File: config.mk
export PLATFORM = sky130hd
export DESIGN_NAME = spi_responder
export DESIGN_NICKNAME = d
export VERILOG_FILES = /design/src/rtl/spi_pkg.sv /design/src/rtl/spi_sync.sv /design/src/rtl/spi_responder.sv
export SDC_FILE = /design/constraint.sdc
export NUM_CORES = 1
export LEC_CHECK = 0
export BUFFER_PORTS_ARGS = -buffer_cell sky130_fd_sc_hd__buf_2
export CAP_MARGIN = 20
export CORE_MARGIN = 10
export CORE_UTILIZATION = 50
export CTS_CLUSTER_DIAMETER = 200
export DETAILED_ROUTE_END_ITERATION = 12
export PLACE_DENSITY = 0.65
export SKIP_CTS_REPAIR_TIMING = 1
export SLEW_MARGIN = 20
export SYNTH_ARGS = -nofsm -noshare
export SYNTH_HDL_FRONTEND = slang
export SYNTH_SLANG_ARGS = --single-unit
File: constraint.sdc
create_clock -name clk -period 2.8 [get_ports clk]
set_clock_uncertainty 0.1 [all_clocks]
set_input_delay 0.56 -clock clk [delete_from_list [all_inputs] [get_ports clk]]
set_output_delay 0.56 -clock clk [all_outputs]
set_load 0.01 [all_outputs]
File: src/rtl/spi_pkg.sv
// spi_pkg: shared types and constants for the SPI register-file responder.
//   - state_e        : protocol FSM states
//   - CMD_*          : command bytes
//   - ADDR_*         : special register addresses
//   - SOFT_RST_KEY   : value that triggers a register-file soft reset
//   - DEVID*         : fixed device-ID register contents
//   - spi_writable() : true when an address accepts SPI writes
package spi_pkg;

   typedef enum logic [2:0] {
      ST_IDLE,
      ST_CMD,
      ST_ADDR,
      ST_DATA,
      ST_IGNORE
   } state_e;

   localparam logic [7:0] CMD_WRITE      = 8'h0A;
   localparam logic [7:0] CMD_READ       = 8'h0B;

   localparam logic [7:0] ADDR_DEVID0    = 8'h00;
   localparam logic [7:0] ADDR_DEVID1    = 8'h01;
   localparam logic [7:0] ADDR_XDATA     = 8'h08;
   localparam logic [7:0] ADDR_SOFT_RST  = 8'h1F;
   localparam logic [7:0] ADDR_POWER_CTL = 8'h2D;

   localparam logic [7:0] SOFT_RST_KEY   = 8'h52;
   localparam logic [7:0] DEVID0         = 8'hAD;
   localparam logic [7:0] DEVID1         = 8'h1D;

   // Read-only and write-only-command locations never take SPI data directly.
   function automatic logic spi_writable(input logic [7:0] a);
      return !(a == ADDR_DEVID0 || a == ADDR_DEVID1 ||
               a == ADDR_XDATA  || a == ADDR_SOFT_RST);
   endfunction

endpackage

File: src/rtl/spi_sync.sv
// spi_sync: STAGES-deep flop synchroniser for one asynchronous input.
//   clk, rst : system clock, synchronous active-high reset
//   d_i      : asynchronous input
//   q_o      : synchronised output (RST_VAL while in reset)
module spi_sync #(
   parameter int   STAGES  = 2,
   parameter logic RST_VAL = 1'b0
) (
   input  logic clk,
   input  logic rst,
   input  logic d_i,
   output logic q_o
);

   logic [STAGES-1:0] sync_q;

   // Truncating cast drops the oldest sample; also valid for STAGES == 1.
   always_ff @(posedge clk) begin
      if (rst) sync_q <= {STAGES{RST_VAL}};
      else     sync_q <= STAGES'({sync_q, d_i});
   end

   assign q_o = sync_q[STAGES-1];

endmodule

File: src/rtl/spi_responder.sv
// spi_responder: SPI mode-0 responder in front of a 2^ADDR_W byte register file.
//   clk, rst             : system clock, synchronous active-high reset
//   sclk, cs, mosi       : asynchronous SPI inputs (cs active low)
//   miso, miso_oe        : serial read data and its drive enable
//   sample_in/_valid     : loads the X-axis sample register (0x08)
//   power_ctl            : live contents of register 0x2D
//   soft_rst_pulse       : one-clk pulse after a soft-reset write commits
//   cmd_err              : one-clk pulse on an unknown command byte
// Build option: define SPI_RESPONDER_AUTOINC_EN to advance the address after
// every data byte; otherwise bursts stay on the addressed register.
module spi_responder
   import spi_pkg::*;
#(
   parameter int SYNC_STAGES = 2,
   parameter int ADDR_W      = 6
) (
   input  logic       clk,
   input  logic       rst,
   input  logic       sclk,
   input  logic       cs,
   input  logic       mosi,
   output logic       miso,
   output logic       miso_oe,
   input  logic [7:0] sample_in,
   input  logic       sample_valid,
   output logic [7:0] power_ctl,
   output logic       soft_rst_pulse,
   output logic       cmd_err
);

`ifdef SPI_RESPONDER_AUTOINC_EN
   localparam bit AUTOINC = 1'b1;
`else
   localparam bit AUTOINC = 1'b0;
`endif

   localparam int NREGS = 1 << ADDR_W;
   localparam logic [ADDR_W-1:0] IDX_XDATA = ADDR_XDATA[ADDR_W-1:0];
   localparam logic [ADDR_W-1:0] IDX_POWER = ADDR_POWER_CTL[ADDR_W-1:0];

   logic sclk_s, cs_s, mosi_s;
   logic sclk_prev_q, cs_prev_q;
   logic sclk_rise, sclk_fall, cs_fall;

   spi_sync #(.STAGES(SYNC_STAGES), .RST_VAL(1'b0)) u_sync_sclk (
      .clk(clk), .rst(rst), .d_i(sclk), .q_o(sclk_s));
   spi_sync #(.STAGES(SYNC_STAGES), .RST_VAL(1'b1)) u_sync_cs (
      .clk(clk), .rst(rst), .d_i(cs), .q_o(cs_s));
   spi_sync #(.STAGES(SYNC_STAGES), .RST_VAL(1'b0)) u_sync_mosi (
      .clk(clk), .rst(rst), .d_i(mosi), .q_o(mosi_s));

   assign sclk_rise =  sclk_s & ~sclk_prev_q;
   assign sclk_fall = ~sclk_s &  sclk_prev_q;
   assign cs_fall   = ~cs_s   &  cs_prev_q;

   state_e            state_q, state_d;
   logic [2:0]        bit_cnt_q;
   logic [7:0]        rx_q, rx_byte;
   logic              byte_done;
   logic              is_rd_q;
   logic [ADDR_W-1:0] addr_q;
   logic [7:0]        addr8;
   logic              wr_pend_q;
   logic [7:0]        wr_data_q;
   logic              ld_pend_q;
   logic [7:0]        tx_q;
   logic [7:0]        rd_data;
   logic              cmd_err_q, cmd_err_d;
   logic              soft_rst_q;
   logic [7:0]        regs_q [NREGS];

   // Byte as it will stand after this rising edge's bit is shifted in.
   assign rx_byte   = {rx_q[6:0], mosi_s};
   assign byte_done = sclk_rise && (bit_cnt_q == 3'd7) && (state_q != ST_IDLE);
   assign addr8     = 8'(addr_q);

   always_comb begin
      state_d   = state_q;
      cmd_err_d = 1'b0;
      if (cs_s) begin
         state_d = ST_IDLE;
      end else begin
         case (state_q)
            ST_IDLE: if (cs_fall) state_d = ST_CMD;
            ST_CMD: if (byte_done) begin
               if (rx_byte == CMD_WRITE || rx_byte == CMD_READ) begin
                  state_d = ST_ADDR;
               end else begin
                  state_d   = ST_IGNORE;
                  cmd_err_d = 1'b1;
               end
            end
            ST_ADDR: if (byte_done) state_d = ST_DATA;
            default: ;
         endcase
      end
   end

   always_comb begin
      case (addr8)
         ADDR_DEVID0:   rd_data = DEVID0;
         ADDR_DEVID1:   rd_data = DEVID1;
         ADDR_SOFT_RST: rd_data = 8'h00;
         default:       rd_data = regs_q[addr_q];
      endcase
   end

   always_ff @(posedge clk) begin
      if (rst) begin
         state_q     <= ST_IDLE;
         sclk_prev_q <= 1'b0;
         cs_prev_q   <= 1'b1;
         bit_cnt_q   <= '0;
         rx_q        <= '0;
         is_rd_q     <= 1'b0;
         addr_q      <= '0;
         wr_pend_q   <= 1'b0;
         wr_data_q   <= '0;
         ld_pend_q   <= 1'b0;
         tx_q        <= '0;
         cmd_err_q   <= 1'b0;
         soft_rst_q  <= 1'b0;
         for (int i = 0; i < NREGS; i++) regs_q[i] <= '0;
      end else begin
         state_q     <= state_d;
         sclk_prev_q <= sclk_s;
         cs_prev_q   <= cs_s;
         cmd_err_q   <= cmd_err_d;
         soft_rst_q  <= 1'b0;

         // Bit framing; leaving IDLE always starts on a clean byte boundary.
         if (state_q == ST_IDLE) begin
            bit_cnt_q <= '0;
            ld_pend_q <= 1'b0;
            tx_q      <= '0;
         end else if (sclk_rise) begin
            bit_cnt_q <= bit_cnt_q + 3'd1;
            rx_q      <= rx_byte;
         end

         if (state_q == ST_CMD && byte_done) is_rd_q <= (rx_byte == CMD_READ);
         if (state_q == ST_ADDR && byte_done) addr_q <= rx_byte[ADDR_W-1:0];

         // A read needs the next byte ready at the first falling edge after
         // the previous byte (address or data) finishes.
         if ((state_q == ST_ADDR || state_q == ST_DATA) && byte_done && is_rd_q)
            ld_pend_q <= 1'b1;

         if (state_q == ST_DATA && byte_done && !is_rd_q) begin
            wr_pend_q <= 1'b1;
            wr_data_q <= rx_byte;
         end

         // Commit stage runs regardless of cs so a finished byte survives an
         // immediate deselect.
         if (wr_pend_q) begin
            wr_pend_q <= 1'b0;
            if (addr8 == ADDR_SOFT_RST) begin
               if (wr_data_q == SOFT_RST_KEY) begin
                  soft_rst_q <= 1'b1;
                  for (int i = 0; i < NREGS; i++) regs_q[i] <= '0;
               end
            end else if (spi_writable(addr8)) begin
               regs_q[addr_q] <= wr_data_q;
            end
            if (AUTOINC) addr_q <= addr_q + 1'b1;
         end

         if (state_q == ST_DATA && is_rd_q && sclk_fall) begin
            if (ld_pend_q) begin
               tx_q      <= rd_data;
               ld_pend_q <= 1'b0;
               if (AUTOINC) addr_q <= addr_q + 1'b1;
            end else begin
               tx_q <= {tx_q[6:0], 1'b0};
            end
         end

         // Last so a new sample wins over a soft reset in the same cycle; the
         // TX load above already captured the old value.
         if (sample_valid) regs_q[IDX_XDATA] <= sample_in;
      end
   end

   assign miso           = (state_q == ST_DATA && is_rd_q) ? tx_q[7] : 1'b0;
   assign miso_oe        = ~cs_s;
   assign power_ctl      = regs_q[IDX_POWER];
   assign soft_rst_pulse = soft_rst_q;
   assign cmd_err        = cmd_err_q;

endmodule

* Word level (Yosys, flattened, before mapping)
Memory sizes are Yosys's and may differ from the RTL's. A register that Yosys moved wholly into a read port is not among the register bits. Index checks and enable logic that the tools add are counted. W data, S select, Z words.
Word-level totals: output and inout port bits 12, word-level logic and storage cells 234, input bits 14, memories 1, bits in writable memories 512, register bits after elaboration 48
Cells by class: equal/unequal tests 13, mux-type cells 101, reductions and logical operators 28, add/subtract/negate cells 1, bitwise logic cells 74
Memory list:
- regs_q | depth 64, bits a word 8, read ports 2, clocked after memory_dff 1, wr ports 64, line spi_responder.sv:70 | logic [7:0] regs_q [NREGS];
Operator list (count):
- $mux W8 | 69
- $or A1 B1 Y1 | 65
- $pmux W8 S3 | 1
- $mux W1 | 23
- $mux W6 | 3
- $eq A8 B4 Y1 const B | 2
- $mux W3 | 4
- $logic_and A1 B1 Y1 | 10
- $pmux W3 S3 | 1
- $eq A8 B7 Y1 const B | 1
- $logic_not A8 Y1 | 1
- $reduce_or A8 Y1 | 1
- $eq A3 B2 Y1 const B | 2
- $eq A6 B1 Y1 const B | 1
- $eq A6 B4 Y1 const B | 1
- $eq A6 B5 Y1 const B | 1
- $ne A2 B2 Y1 const B | 3
- $not A1 Y1 | 6
- $reduce_bool A3 Y1 | 2
- $reduce_or A2 Y1 | 3
- $logic_or A1 B1 Y1 | 5
- $reduce_and A4 Y1 | 1
- $reduce_or A4 Y1 | 1
- $add A3 B1 Y3 const B | 1
- other kinds (7) | 9

* Logic depth before layout (Yosys ltp)
word-level depth 11, depth in mapped cells 11, gate-level depth less buffers 7

* Cells and area by module
Synthesis repeated with hierarchy kept, for this count alone.
Unflattened totals: cells, all modules 1902, area total of the unflattened synthesis 25871.1 sq um
By module, submodules not included:
- spi_responder | area each 25713.4 sq um, cells an instance 1890, sequential area each 16335.7 sq um, instances 1
- spi_sync | area each 52.6 sq um, cells an instance 4, sequential area each 40.0 sq um, instances 3

* Worst setup path before layout
Ideal clock, no wire load.
path type register to register, from reg addr_q[4], to mem regs_q[7][0] (enable), path slack 200 ps, period minus slack after synthesis 2600 ps, path buffers 3, required time 2316 ps, stages on the path, launching flop included 10, arrival 2116 ps, library setup time 384 ps, path through dfxtp_1 > buf_2 > nand3b_1 > nor2_1 > nand4_1 > or4b_1 > nor2b_1 > clkbuf_1 > clkbuf_1 > o21ai_0
RTL lines:
- start, declared | line spi_responder.sv:61 | logic [ADDR_W-1:0] addr_q;
- start signal, assigned | line spi_responder.sv:142 | if (state_q == ST_ADDR && byte_done) addr_q <= rx_byte[ADDR_W-1:0];
- start signal, assigned | line spi_responder.sv:166 | if (AUTOINC) addr_q <= addr_q + 1'b1;
- start signal, assigned | line spi_responder.sv:173 | if (AUTOINC) addr_q <= addr_q + 1'b1;
- end, declared | line spi_responder.sv:70

==> metrics.cfg <==
[run_status]
status = completed

[finish]
area_growth_pct = 14.95
fin_cells = 2668
register_area_um2 = 16470
final_area_um2 = 29720
drive_gt1_share_pct = 19.92
nets = 1956
diodes = 0
multi_input_area_um2 = 8805
fin_util_pct = 57.94
fillCellCount = 4051

[floorplanning]
initial_utilization_pct = 50.40
die_w_um = 247.4
coreArea_um2 = 51300
dieHeight_um = 247.4
core.rowCount = 83
io_pins = 26
die_area_um2 = 61210

[route]
detail-route-antenna-nets = 0
dr_total_vias = 15660
dr.pass1.iters = 5
vias_per_cell = 5.868
drcViolationCount = 0
wire_per_inst_um = 25.66
dr.first_iter.drc_count = 1581
routed_wl_um = 68470

[placement]
place.gp.congestion = 0.9591
postPlaceCellArea_um2 = 27570
hpwlAfterDp_um = 44220
numPortBuffers = 25
place_inst = 2561
preCtsSetupSlack_ps = -41.30

[global_route]
grt_pass1_wl_um = 101900
gr-total-overflow = 0
first_global_vias = 15570
grt_start_max_net_pins = 62
antenna_found_initial = 1
track_usage_pct = 22.53

[hold_path]
hold_path_depth = 2
hold_path.class = in -> reg

[synthesis]
ys.flop_type = edfxtp_1
ys_seq_area_share_pct = 63.64
yosysWarnings = 0
syn_inst = 1809
synth_largest_area_cell = edfxtp_1
yosysUniqueCellTypes = 62
syn_avg_cell_area_um2 = 14.29
synth-edff-count = 512
synth-async-reset-ratio_pct = 0
synth_top_area_share_pct = 59.46
ys_seq_elements = 566
synth.area.top_cells = edfxtp_1, and2_1, mux4_2
synthesis.area_um2 = 25860

[sta]
max_freq_mhz = 364.9
final-hold-violation-count = 0
fin_ws_ps = 59.51
relSlewSlack_pct = 33.21
fin_crit_sh_pct = 97.87
rsz0062_at_grt = true
setup_viol = 0
min_period_ps = 2740
whs_ps = 32.27
worstMarginPinSlew_ps = 999.7
maxSlewViolCount = 0

[pwr]
power.density_nw_per_um2 = 628.0
peakVddDrop_uv = 453.0
p_leak_nw = 10.73

[critical_path]
crit_path_max_fanout = 15
r2r_cells = 9
required_ps = 3240
cp-start-kind = register
crit_type = reg -> reg
arrival_ps = 3180
endpoint_kind = register

[job]
maxCapViolCount = 0

[cts]
cts.sinks = 566
cts_tree = done
clkLatencyLatePin_ps = 620
root_buffer = clkbuf_16
clockBufferDepth = 3
cts_buffers = 57
htreeDepth = 2
clk_pin_slew_worst_paths_ps = 60

[worst paths after layout]
| kind | from | endpoint | slack [ps] |
|---|---|---|---|
| setup reg to reg | register | tx_q[2] | 60 |
| hold reg to reg | u_sync_cs.sync_q[0] | u_sync_cs.sync_q[1] | 310 |
| hold / removal | cs | u_sync_cs.sync_q[0] | 30 |
| setup / recovery | register | tx_q[2] | 60 |
[final cells by class]
type	instances	share of cell area (%)
inverters	9	0.1137
multi-input cells	1123	29.62
clock inverters	42	2.075
well taps	680	2.862
flip-flops and latches	566	55.43
repair buffers	183	4.790
clock buffers	65	5.110
[layer usage]
metal	vias up	global-route usage, %	wire (um)
met3	125	3.322	4714
li1	6902	-	-
met4	2	6.814	1806
met2	644	36.02	32700
met1	7984	31.59	29230
met5	-	0	13
[placed cells by master, fill, tap and decap left out, types with 11 or more instances in the layout]
cell / Yosys / routed
nand3_1: 14 / 14
nor2b_1: 17 / 16
nor2_1: 119 / 117
a22oi_1: 13 / 13
clkinv_2: 0 / 11
o21ai_0: 58 / 55
a221oi_1: 12 / 12
a21oi_1: 16 / 16
mux4_1: 21 / 21
mux2i_1: 90 / 90
bufinv_16: 0 / 16
dfxtp_1: 54 / 43
nand2_1: 45 / 44
conb_1: 1 / 24
nor3_1: 11 / 11
buf_4: 10 / 149
edfxtp_1: 512 / 512
buf_2: 13 / 25
o22ai_1: 12 / 12
o21ai_1: 9 / 12
mux4_2: 84 / 84
and2_1: 490 / 490
clkbuf_16: 0 / 59
[power by group]
| part | internal (mW) | switching (mW) | total [mW] |
|---|---|---|---|
| logic | 0.186 | 0.291 | 0.477 |
| clock network | 5.35 | 3.30 | 8.66 |
| registers | 9.43 | 0.0982 | 9.53 |
[synthesized netlist by cell type (5+ instances only)]
master	n
o22ai_1	12
a21oi_1	16
mux4_1	21
mux4_2	84
inv_1	9
buf_4	10
nand3_1	14
a2111oi_0	5
o21ai_1	9
nor2b_1	17
nand2b_1	5
clkbuf_1	95
buf_6	9
nand2_1	45
nor3_1	11
a22oi_1	13
and2_1	490
dfxtp_1	54
buf_2	13
a22o_1	10
edfxtp_1	512
o21ai_0	58
or2_2	6
mux2i_1	90
a221oi_1	12
nor2_1	119
[flip-flops by register name (all words and copies together), names as in the netlist, named ones only]
| name | flops |
|---|---|
| regs_q | 512 |
| tx_q | 8 |
| wr_data_q | 8 |
| rx_q | 7 |
| addr_q | 6 |
| bit_cnt_q | 3 |
| state_q | 3 |
| u_sync_cs.sync_q | 2 |
| u_sync_mosi.sync_q | 2 |
| u_sync_sclk.sync_q | 2 |
| cmd_err | 1 |
| cs_prev_q | 1 |
| is_rd_q | 1 |
| ld_pend_q | 1 |
| sclk_prev_q | 1 |
| soft_rst_pulse | 1 |
| wr_pend_q | 1 |
[cell families after synthesis]
| kind of cell | synth area share, % |
|---|---|
| simple gates | 16.34 |
| buf+inv | 2.734 |
| compound gates | 4.118 |
| xor+xnor | 0.03388 |
| mux | 13.02 |
| flops | 63.64 |
| fa+ha+maj | 0.09676 |
| other cells | 0.01450 |
[critical path, stage by stage, from the launching register on]
cell and delay, ps:
dfxtp_4 550, nor2_1 110, buf_4 210, a22o_1 270, a221oi_1 320, o22ai_1 130, a2111oi_0 560, buf_4 220
nor3_1 50, o21ai_1 120
[stage by stage]
step	setup TNS [ps]	total power, mW
finish	0	18.67
global route	-10.08	19.15
CTS	-558.3	18.74
detailed placement	-328.2	10.18
global placement	0	10.16
floorplan	0	9.916
Power figures use the tool's default switching activity.
